==> src/rtl/bcd_calc_engine.sv <==
// Button-driven BCD calculator datapath: digit entry and recall, then a
// sequential load / execute / double-dabble pipeline for add, sub, mul and rounded divide.
module bcd_calc_engine #(
    parameter int DIGITS  = 2,
    parameter int LOCKOUT = 10
) (
    input  logic                  clock_100Mhz,
    input  logic                  reset_n,
    input  logic [2*DIGITS-1:0]   digit_btn,
    input  logic [3:0]            op_btn,
    input  logic                  recall_btn,
    output logic [8*DIGITS-1:0]   display_bcd,
    output logic                  negative,
    output logic                  entry_mode,
    output logic                  busy,
    output logic                  done,
    output logic                  div_error
);
    localparam int AW = $clog2(10**DIGITS);
    localparam int RW = $clog2(10**(2*DIGITS));
    localparam int ND = 2*DIGITS;
    localparam int DW = 4*ND;
    localparam int NW = AW + 4;
    localparam int LW = $clog2(LOCKOUT + 2);
    localparam int CW = $clog2(RW + NW + 2);

    typedef enum logic [2:0] {S_IDLE, S_LOAD, S_EXEC, S_CONV, S_WRITE} state_t;
    typedef enum logic [1:0] {OP_ADD, OP_SUB, OP_MUL, OP_DIV} op_t;

    state_t        state_q, state_d;
    op_t           op_q, op_d;
    logic [CW-1:0] cnt_q, cnt_d;
    logic [LW-1:0] lock_q, lock_d;
    logic          btn_q;
    logic [DW-1:0] disp_q, disp_d, saved_q, saved_d, bcd_q, bcd_d;
    logic          neg_q, neg_d, entry_q, entry_d, derr_q, derr_d, sign_q, sign_d;
    logic [AW-1:0] a_q, a_d, b_q, b_d;
    logic [NW-1:0] num_q, num_d, num_sh, quot10, rmd10;
    logic [AW:0]   rem_q, rem_d, rem_sh;
    logic [RW-1:0] acc_q, acc_d, mcand_q, mcand_d;
    logic [DW-1:0] bcd_adj;
    logic          btn_or, accept, found;
    int            ld_idx;

    // Double-dabble pre-shift correction: any digit >= 5 gets +3.
    for (genvar gi = 0; gi < ND; gi++) begin : g_dabble
        assign bcd_adj[4*gi +: 4] = (bcd_q[4*gi +: 4] >= 4'd5) ? bcd_q[4*gi +: 4] + 4'd3
                                                                : bcd_q[4*gi +: 4];
    end

    assign btn_or = (|digit_btn) | (|op_btn) | recall_btn;
    assign accept = btn_or && !btn_q && (lock_q == '0) && (state_q == S_IDLE);

    always_comb begin
        state_d = state_q;  op_d = op_q;      cnt_d = cnt_q;      lock_d = lock_q;
        disp_d  = disp_q;   saved_d = saved_q; bcd_d = bcd_q;
        neg_d   = neg_q;    entry_d = entry_q; derr_d = derr_q;   sign_d = sign_q;
        a_d     = a_q;      b_d = b_q;         num_d = num_q;     rem_d = rem_q;
        acc_d   = acc_q;    mcand_d = mcand_q;
        num_sh  = '0;       rem_sh = '0;       quot10 = '0;       rmd10 = '0;
        found   = 1'b0;
        ld_idx  = (cnt_q == '0) ? 1 : int'(cnt_q);

        if (lock_q != '0) lock_d = lock_q - 1'b1;

        case (state_q)
            S_IDLE: begin
                if (accept) begin
                    lock_d = LW'(LOCKOUT);
                    if (recall_btn) begin
                        disp_d = saved_q; entry_d = 1'b1; neg_d = 1'b0; derr_d = 1'b0;
                    end else if (|op_btn) begin
                        op_d    = op_btn[3] ? OP_ADD : op_btn[2] ? OP_SUB : op_btn[1] ? OP_MUL : OP_DIV;
                        state_d = S_LOAD;
                        cnt_d   = '0;
                    end else begin
                        for (int i = 0; i < ND; i++) begin
                            if (digit_btn[i] && !found) begin
                                found = 1'b1;
                                disp_d[4*i +: 4] = (disp_q[4*i +: 4] == 4'd9) ? 4'd0 : disp_q[4*i +: 4] + 4'd1;
                            end
                        end
                        saved_d = disp_d; entry_d = 1'b1; neg_d = 1'b0;
                    end
                end
            end
            S_LOAD: begin
                // Cycle 0 clears the accumulators, then one digit of each operand per cycle, MS first.
                if (cnt_q == '0) begin
                    a_d = '0; b_d = '0;
                end else begin
                    a_d = a_q * AW'(10) + AW'(disp_q[4*(ND-ld_idx) +: 4]);
                    b_d = b_q * AW'(10) + AW'(disp_q[4*(DIGITS-ld_idx) +: 4]);
                end
                if (cnt_q == CW'(DIGITS)) begin
                    num_d   = NW'(a_d) * NW'(10);
                    mcand_d = RW'(b_d);
                    rem_d   = '0; acc_d = '0; sign_d = 1'b0;
                    state_d = S_EXEC; cnt_d = '0;
                end else begin
                    cnt_d = cnt_q + 1'b1;
                end
            end
            S_EXEC: begin
                case (op_q)
                    OP_ADD: if (cnt_q == '0) acc_d = RW'(a_q) + RW'(b_q);
                    OP_SUB: if (cnt_q == '0) begin
                        if (b_q > a_q) begin
                            acc_d = RW'(b_q - a_q); sign_d = 1'b1;
                        end else begin
                            acc_d = RW'(a_q - b_q); sign_d = 1'b0;
                        end
                    end
                    OP_MUL: begin
                        // Multiplier drains to zero after AW shifts, so later cycles add nothing.
                        if (a_q[0]) acc_d = acc_q + mcand_q;
                        a_d     = a_q >> 1;
                        mcand_d = mcand_q << 1;
                    end
                    default: begin
                        rem_sh = {rem_q[AW-1:0], num_q[NW-1]};
                        num_sh = {num_q[NW-2:0], 1'b0};
                        if (rem_sh >= {1'b0, b_q}) begin
                            rem_sh    = rem_sh - {1'b0, b_q};
                            num_sh[0] = 1'b1;
                        end
                        rem_d = rem_sh;
                        num_d = num_sh;
                    end
                endcase
                if (cnt_q == CW'(NW-1)) begin
                    if (op_q == OP_DIV) begin
                        quot10 = num_d / NW'(10);
                        rmd10  = num_d % NW'(10);
                        if (b_q == '0) begin
                            acc_d = '0; derr_d = 1'b1;
                        end else begin
                            acc_d = RW'(quot10) + RW'(rmd10 >= NW'(5)); derr_d = 1'b0;
                        end
                    end
                    bcd_d = '0; state_d = S_CONV; cnt_d = '0;
                end else begin
                    cnt_d = cnt_q + 1'b1;
                end
            end
            S_CONV: begin
                bcd_d = {bcd_adj[DW-2:0], acc_q[RW-1]};
                acc_d = acc_q << 1;
                if (cnt_q == CW'(RW-1)) begin
                    disp_d = bcd_d; neg_d = sign_q; entry_d = 1'b0;
                    state_d = S_WRITE; cnt_d = '0;
                end else begin
                    cnt_d = cnt_q + 1'b1;
                end
            end
            default: state_d = S_IDLE;
        endcase
    end

    always_ff @(posedge clock_100Mhz or negedge reset_n) begin
        if (!reset_n) begin
            state_q <= S_IDLE; op_q <= OP_ADD; cnt_q <= '0; lock_q <= '0; btn_q <= 1'b0;
            disp_q  <= '0; saved_q <= '0; bcd_q <= '0;
            neg_q   <= 1'b0; entry_q <= 1'b1; derr_q <= 1'b0; sign_q <= 1'b0;
            a_q     <= '0; b_q <= '0; num_q <= '0; rem_q <= '0; acc_q <= '0; mcand_q <= '0;
        end else begin
            state_q <= state_d; op_q <= op_d; cnt_q <= cnt_d; lock_q <= lock_d; btn_q <= btn_or;
            disp_q  <= disp_d; saved_q <= saved_d; bcd_q <= bcd_d;
            neg_q   <= neg_d; entry_q <= entry_d; derr_q <= derr_d; sign_q <= sign_d;
            a_q     <= a_d; b_q <= b_d; num_q <= num_d; rem_q <= rem_d; acc_q <= acc_d; mcand_q <= mcand_d;
        end
    end

    assign display_bcd = disp_q;
    assign negative    = neg_q;
    assign entry_mode  = entry_q;
    assign div_error   = derr_q;
    assign busy        = (state_q != S_IDLE);
    assign done        = (state_q == S_WRITE);
endmodule

==> config.mk <==
export PLATFORM = sky130hd
export DESIGN_NAME = bcd_calc_engine
export DESIGN_NICKNAME = d
export VERILOG_FILES = /design/src/rtl/bcd_calc_engine.sv
export SDC_FILE = /design/constraint.sdc
export NUM_CORES = 1
export LEC_CHECK = 0
export ABC_CLOCK_PERIOD_IN_PS = 6100
export CAP_MARGIN = 40
export CORE_UTILIZATION = 40
export DETAILED_ROUTE_END_ITERATION = 8
export MAX_ROUTING_LAYER = met4
export PLACE_DENSITY = 0.62
export SETUP_SLACK_MARGIN = 0.3
export SYNTH_ARGS = -nofsm -noshare
export SYNTH_HDL_FRONTEND = slang
export SYNTH_SLANG_ARGS = --single-unit
==> constraint.sdc <==
create_clock -name clock_100Mhz -period 6.1 [get_ports clock_100Mhz]
set_input_delay 0.61 -clock clock_100Mhz [delete_from_list [all_inputs] [get_ports clock_100Mhz]]
set_output_delay 0.61 -clock clock_100Mhz [all_outputs]
set_load 0.005 [all_outputs]
==> results of run 1 <==
-- placed cells by master (no fill, tap or decap), types with 6 or more instances in the layout --
| cell type | n |
|---|---|
| fa_1 | 10 |
| dfrtp_1 | 121 |
| a211oi_1 | 22 |
| o21ai_0 | 115 |
| clkdlybuf4s50_1 | 30 |
| xor2_1 | 19 |
| nor3b_1 | 6 |
| o21bai_1 | 9 |
| inv_1 | 67 |
| a21oi_1 | 122 |
| buf_4 | 102 |
| a22oi_1 | 23 |
| nor3_1 | 35 |
| nand2b_1 | 10 |
| xnor2_1 | 44 |
| and3_1 | 11 |
| o21ai_1 | 10 |
| a31oi_1 | 19 |
| clkbuf_16 | 17 |
| a221o_1 | 10 |
| a21o_1 | 26 |
| nor2b_1 | 13 |
| o22ai_1 | 6 |
| mux2i_1 | 23 |
| nand3_1 | 44 |
| o31ai_1 | 6 |
| o211ai_1 | 11 |
| nand4_1 | 6 |
| ha_1 | 80 |
| nand2_1 | 166 |
| and2_1 | 9 |
| mux4_2 | 8 |
| nor2_1 | 137 |
-- registers in the layout, summed over array words and instances (netlist names), 2 cells and up --
signal and count:
bcd_q 16, display_bcd 16, saved_q 16, acc_q 14, mcand_q 14, num_q 11, a_q 7, b_q 7
rem_q 7, cnt_q 5, lock_q 4, state_q 3, op_q 2
-- logic make-up after synthesis --
logic type               synth area share, %
AO/OA/AOI/OAI                           27.6
AND/OR/NAND/NOR                         19.5
flip-flops                              27.4
buffers and inverters                   5.25
XOR/XNOR                                5.22
multiplexers                            3.96
adder cells (fa/ha/maj)                 11.0
-- worst reg2reg max path, delay by kind of cell (launching register included) --
family          cells  cell delay [ns]
flops               1             0.45
buf+inv            15             1.92
mux                 1             0.20
compound gates      9             1.67
fa+ha+maj           2             0.35
simple gates        6             0.77
xor+xnor            1             0.31
-- power groups by stage --
stage	registers, µW	clock network (µW)	logic (µW)
final	898	1090	578
after global routing	902	1140	634
after CTS	897	1110	546
after detailed placement	913	0	529
after global placement	911	0	523
after floorplan	903	0	370
-- routing by layer --
metal / part of all wire, % / global-route usage [%]
met1: 45 / 33.3
met2: 47 / 41.0
met3: 5.7 / 4.19
met4: 2.6 / 8.31
met5: 0 / -
-- timing repair --
action | 4_1_cts | 5_1_grt
pin swaps | 28 | 29
buffers inserted | 29 | 4
resized for setup | 38 | 45
endpoints found under the setup margin | 6 | 10
-- stage by stage --
step                TNS, ns  worst slack, ns  power, µW  area (µm²)  hold WS, ns
global placement          0            0.180       1430       12600        0.481
CTS                       0            0.297       2550       13600        0.189
detailed placement   -0.171           -0.119       1440       12700        0.485
global route              0           0.0845       2670       13900        0.204
finish                    0            0.364       2570       13900        0.161
floorplan                 0            0.313       1270       11600        0.314
-- Yosys cell counts, types with 15 or more instances --
cell      count  share of area [%]
inv_1        69                2.2
o21ai_0     120                5.2
nand3_1      44                1.9
a22oi_1      23                1.5
nand2_1     169                5.5
a21o_1       26                1.7
mux2i_1      23                2.0
nor2b_1      15               0.81
clkbuf_1     58                1.9
nor2_1      140                4.5
a211oi_1     24                1.6
a21oi_1     123                5.3
nor3_1       36                1.6
ha_1         86                9.3
xor2_1       20                1.5
a31oi_1      20                1.1
xnor2_1      49                3.7
dfrtp_1     126                 27
-- cell type report --
type | count | share of cell area, %
tap | 378 | 3.41
sequential | 127 | 23.0
multi-input combinational | 1172 | 58.8
inverter | 71 | 1.94
timing repair buffer | 140 | 8.40
clock buffer | 18 | 3.17
clock inverter | 14 | 1.29
-- final timing paths --
kind / startpoint / endpoint / depth (start not counted)
setup / recovery: num_q[9]$_DFFE_PN0P_ / acc_q[5]$_DFFE_PN0P_ / 34
hold / removal: reset_n / a_q[0]$_DFFE_PN0P_ / 1
max in group asynchronous: reset_n / bcd_q[12]$_DFFE_PN0P_ / 3
min in group clock_100Mhz: rem_q[6]$_DFFE_PN0P_ / rem_q[6]$_DFFE_PN0P_ / 2
setup reg to reg: num_q[9]$_DFFE_PN0P_ / acc_q[5]$_DFFE_PN0P_ / 34
hold reg to reg: rem_q[6]$_DFFE_PN0P_ / rem_q[6]$_DFFE_PN0P_ / 2
==> qor.csv, run 1 <==
stage;metric;value;unit
clock_network;Hold Buf Count CTS;0;
clock_network;TritonCTS clock tree;done;
route;via count;11300;
outcome;run status;complete, no violations;
critical_path;worst endpoint data arrival time;6.09;ns
power_and_ir_drop;net switching fraction of the power;30.7;%
critical_path;delay-heaviest family, CP;buffers and inverters;
timing;Tcrit/Tclk final;94.0;%
clock_network;clock sinks;127;
logic_synthesis;Syn Area/Cell;7.99;µm²
route;post-route DRC violation count;0;
timing;Worst Skew;0.0110;ns
logic_synthesis;post-synthesis sequential area ratio;27.4;%
critical_path;slowest CP cell;dfrtp_2;
logic_synthesis;Syn Nets;1557;
critical_path;WP data required;6.45;ns
timing;RSZ-0062 raised after global routing;yes;
logic_synthesis;Mapped Cells;1450;
power_and_ir_drop;Leakage;0.00597;µW
timing;min cycle time layout;5.74;ns
power_and_ir_drop;NetSw;786;µW
place;Port Buf Inserts;31;
logic_synthesis;YS warnings;0;
flow_run;Max Cap Viol;0;
final_layout;Register Area;3190;µm²
final_layout;Finished Core Util;49.3;%
final_layout;# diodes;0;
die;FP Rows;61;
die;# IOs;32;
final_layout;synthesis-to-layout area growth;19.7;%
place;DP Wirelength;26600;µm
final_layout;nets;1636;
route;antenna viol nets, final;0;
final_layout;Final Non-Filler Cells;1920;
global_routing;largest net degree at the start of global routing;63;
hold_path;Min-Delay Path Class;input port to async pin;
route;DR pass1 iterations;7;
global_routing;first-pass GRT wire length;57500;µm
critical_path;Setup CP Type;flip-flop to flip-flop;
power_and_ir_drop;IR drop worst, VDD;0.000190;V
timing;Max Fclk;0.174;GHz
place;gp weighted congestion;0.975;
critical_path;Worst Setup Start Kind;flip-flop;
timing;slew margin rel.;36.1;%
die;Die W;172;µm
die;Die H;172;µm
die;area of the die;29700;µm²
logic_synthesis;FF+latch count, synth;127;
power_and_ir_drop;Reg power frac;35.0;%
power_and_ir_drop;internal power;1780;µW
route;Vias/cell;5.89;
timing;final-report hold violation count;0;
logic_synthesis;unique cell type count in the Yosys netlist;98;
route;final WL;35900;µm
global_routing;number of global-route vias before repair;10700;
route;initial detailed-routing violation count;902;
power_and_ir_drop;Pwr Density;185;nW/µm²
critical_path;CP Capture Type;flip-flop;
clock_network;clock buffer count from CTS;17;
power_and_ir_drop;Clk pwr share;42.5;%
critical_path;CP dominant cell by count;buf_4;
clock_network;clk buf depth;2;
global_routing;initial antenna violation count;0;
critical_path;critical path fanouts, max;7;
timing;max-slew violations;0;
global_routing;global route overflow;0;
final_layout;multi-input logic area;8160;µm²
clock_network;clock-pin slew on the worst setup and hold paths;0.06;ns
route;Avg WL per Cell;18.7;µm
global_routing;GR Util All Layers;25.7;%
logic_synthesis;Post-Syn Area;11600;µm²
timing;final setup fails;0;
final_layout;layout cell share with drive strength beyond 1;15.9;%
die;Starting Density;41.1;%
logic_synthesis;EDFF count, synth;0;
timing;worst slew pin tran;0.957;ns
logic_synthesis;Async S/R FF share, synth;100;%
clock_network;Root Driver;clkbuf_16;
clock_network;H-tree levels;4;
logic_synthesis;top_reg_cell synth;dfrtp_1;
die;Core Footprint;28200;µm²
power_and_ir_drop;combinational power share;22.5;%
critical_path;biggest cell delay along the critical path;0.45;ns
clock_network;Skew-Pair Late Insertion Delay;0.43;ns
place;cell count after placement;1855;
final_layout;fill cell count;2676;
critical_path;r2r setup slk;0.36;ns
critical_path;Buffers & Inverters on Critical Path;15;
(Power assumes the default switching activity.)
==> inputs of run 2 (changes only) <==
--- a/config.mk
+++ b/config.mk
@@ -5,12 +5,13 @@
 export SDC_FILE = /design/constraint.sdc
 export NUM_CORES = 1
 export LEC_CHECK = 0
-export ABC_CLOCK_PERIOD_IN_PS = 6100
+export ABC_CLOCK_PERIOD_IN_PS = 5700
 export CAP_MARGIN = 40
+export CORE_MARGIN = 2
 export CORE_UTILIZATION = 40
 export DETAILED_ROUTE_END_ITERATION = 8
 export MAX_ROUTING_LAYER = met4
-export PLACE_DENSITY = 0.62
+export PLACE_DENSITY = 0.6
 export SETUP_SLACK_MARGIN = 0.3
 export SYNTH_ARGS = -nofsm -noshare
 export SYNTH_HDL_FRONTEND = slang
==> constraint.sdc (replaced) <==
create_clock -name clock_100Mhz -period 5.7 [get_ports clock_100Mhz]
set_input_delay 0.57 -clock clock_100Mhz [delete_from_list [all_inputs] [get_ports clock_100Mhz]]
set_output_delay 0.57 -clock clock_100Mhz [all_outputs]
set_load 0.005 [all_outputs]
==> run 2 against run 1 <==
The flow now finishes with violations (setup timing). Count of clock-buffer cells in the layout grew 4. Utilization shrank 0.31 points. Critical endpoint is now acc_q[3]$_DFFE_PN0P_. Total power up 4.8%. Worst hold slack worse by 0.0045 ns. Cell count is 1.4% higher.
==> qor.csv, run 2 (same netlist as run 1, synthesis figures left out) <==
stage;metric;value;unit;change
outcome;run status;finished, violations left;;
outcome;failing checks;setup timing;;
final_layout;fill cell count;2764;;+3.3%
place;DP Wirelength;27300;µm;+2.6%
global_routing;global route overflow;0;;unchanged
final_layout;Finished Core Util;48.9;%;-0.31 points
timing;RSZ-0062 raised after global routing;yes;;
clock_network;clock sinks;127;;unchanged
clock_network;TritonCTS clock tree;done;;
critical_path;WP data required;6.02;ns;-0.43 ns
route;DR pass1 iterations;5;;-2
critical_path;r2r setup slk;-0.11;ns;-0.48 ns
power_and_ir_drop;IR drop worst, VDD;0.000222;V;+17%
power_and_ir_drop;Pwr Density;192;nW/µm²;+3.8%
critical_path;CP dominant cell by count;buf_4;;
die;Core Footprint;28600;µm²;+1.6%
timing;min cycle time layout;5.81;ns;+0.0765 ns
final_layout;Final Non-Filler Cells;1947;;+1.4%
place;DP Worst Slack;-0.122;ns;-0.00251 ns
global_routing;largest net degree at the start of global routing;81;;+29%
clock_network;clock buffer count from CTS;17;;unchanged
timing;TNS Setup;-0.262;ns;-0.262 ns
die;Starting Density;40.5;%;-0.66 points
final_layout;nets;1658;;+1.3%
global_routing;first-pass GRT wire length;58600;µm;+1.9%
final_layout;Register Area;3180;µm²;about the same
critical_path;critical path fanouts, max;6;;-1
clock_network;Hold Buf Count CTS;0;;unchanged
critical_path;FF-to-FF End;acc_q[3]$_DFFE_PN0P_;;
final_layout;synthesis-to-layout area growth;20.9;%;
critical_path;Setup crit start;num_q[8]$_DFFE_PN0P_;;
timing;Tcrit/Tclk final;102;%;+7.9 points
flow_run;Max Cap Viol;0;;unchanged
power_and_ir_drop;Leakage;0.00606;µW;+1.4%
die;Die W;174;µm;+1.2%
timing;Max Fclk;0.172;GHz;-1.3%
clock_network;clock-pin slew on the worst setup and hold paths;0.06;ns;about the same
critical_path;biggest cell delay along the critical path;0.42;ns;-0.03 ns
route;via count;11300;;+0.088%
final_layout;multi-input logic area;8180;µm²;+0.23%
timing;final-report hold violation count;0;;unchanged
place;gp weighted congestion;0.930;;-4.6%
critical_path;CP Capture Type;flip-flop;;
critical_path;Worst Setup Start Kind;flip-flop;;
clock_network;clk buf depth;2;;unchanged
clock_network;Skew-Pair Late Insertion Delay;0.44;ns;about the same
global_routing;initial antenna violation count;0;;unchanged
die;# IOs;32;;unchanged
critical_path;Setup CP Type;flip-flop to flip-flop;;
route;initial detailed-routing violation count;898;;-0.44%
die;FP Rows;62;;+1.6%
timing;Hold WS;0.156;ns;-0.00449 ns
final_layout;layout cell share with drive strength beyond 1;16.3;%;+0.36 points
critical_path;slowest CP cell;dfrtp_2;;
route;Avg WL per Cell;18.6;µm;-0.38%
timing;worst slew pin tran;0.839;ns;-0.118 ns
final_layout;commonest non-fill, non-tap cells in the layout;166 x nand2_1, 137 x nor2_1, 125 x buf_4, 122 x dfrtp_1, 119 x a21oi_1;;
timing;Worst Skew;0.00699;ns;-0.00397 ns
timing;final setup fails;4;;+4
route;Vias/cell;5.81;;-1.3%
critical_path;r2r worst-path depth;30;;-12%
timing;max-slew violations;0;;unchanged
critical_path;worst endpoint data arrival time;6.13;ns;+0.04 ns
timing;final setup margin;-0.113;ns;-0.476 ns
die;Die H;174;µm;+1.2%
route;antenna viol nets, final;0;;unchanged
place;cell count after placement;1905;;+2.7%
clock_network;H-tree levels;4;;unchanged
route;post-route DRC violation count;0;;unchanged
clock_network;Root Driver;clkbuf_16;;
timing;slew margin rel.;43.8;%;+7.8 points
place;Port Buf Inserts;31;;unchanged
final_layout;# diodes;0;;unchanged
critical_path;worst setup path endpoint;acc_q[3]$_DFFE_PN0P_;;
global_routing;GR Util All Layers;24.8;%;-0.96 points
route;final WL;36300;µm;+1.0%
die;area of the die;30300;µm²;+2.3%
critical_path;RR Startpoint;num_q[8]$_DFFE_PN0P_;;
hold_path;Min-Delay Path Class;input port to async pin;;
global_routing;number of global-route vias before repair;11100;;+3.6%
final_layout;leading cell type in the layout, fill and taps excluded;nand2_1;;
run 2: through the flow:
stage	power, µW	area (µm²)
finish	2690	14000
global route	2810	14000
CTS	2670	13800
detailed placement	1570	13100
global placement	1560	13100
floorplan	1370	11700
run 2: final cells by class:
class | instances | area share (%)
multi-input cells | 1172 | 58.4
flip-flops and latches | 127 | 22.7
repair buffers | 162 | 9.49
well taps | 384 | 3.43
clock buffers | 22 | 3.24
inverters | 71 | 1.92
clock inverters | 9 | 0.795
run 2: metal layers:
layer	vias to the layer above	share of wire [%]	track usage, %
met5	-	0	-
met4	0	2.8	8.54
met3	66	4.2	2.93
met2	320	47	40.0
met1	5439	45	32.3
li1	5487	-	-
run 2: worst min path at each step:
stage               slack, ns                    to                  from
floorplan                0.27    a_q[0]$_DFFE_PN0P_               reset_n
global placement         0.48  rem_q[6]$_DFFE_PN0P_  rem_q[6]$_DFFE_PN0P_
detailed placement       0.48  rem_q[6]$_DFFE_PN0P_  rem_q[6]$_DFFE_PN0P_
CTS                      0.21  cnt_q[0]$_DFFE_PN0P_               reset_n
global route             0.23  cnt_q[3]$_DFFE_PN0P_               reset_n
finish                   0.16  cnt_q[0]$_DFFE_PN0P_               reset_n
run 2: critical path: cells and delay by family, from the launching register on:
kind | cells | cell delay, ns
XOR/XNOR | 2 | 0.32
adder cells (fa/ha/maj) | 3 | 0.56
flip-flops | 1 | 0.42
AND/OR/NAND/NOR | 6 | 0.97
AO/OA/AOI/OAI | 14 | 2.78
buffers and inverters | 5 | 0.64
run 2: timing repair:
item / CTS / global route
buffers inserted: 3 / 8
setup endpoints to repair: 10 / 11
cloned: 0 / 0
resized for setup: 23 / 32
pin swaps: 9 / 12
run 2: report_power, final:
| part | leakage [µW] | total (µW) | switching (µW) | internal (µW) |
|---|---|---|---|---|
| combinational | 0.00411 | 644 | 361 | 284 |
| clock | 0.000271 | 1090 | 435 | 653 |
| sequential | 0.00168 | 956 | 27.2 | 929 |
| total | 0.00606 | 2690 | 823 | 1870 |
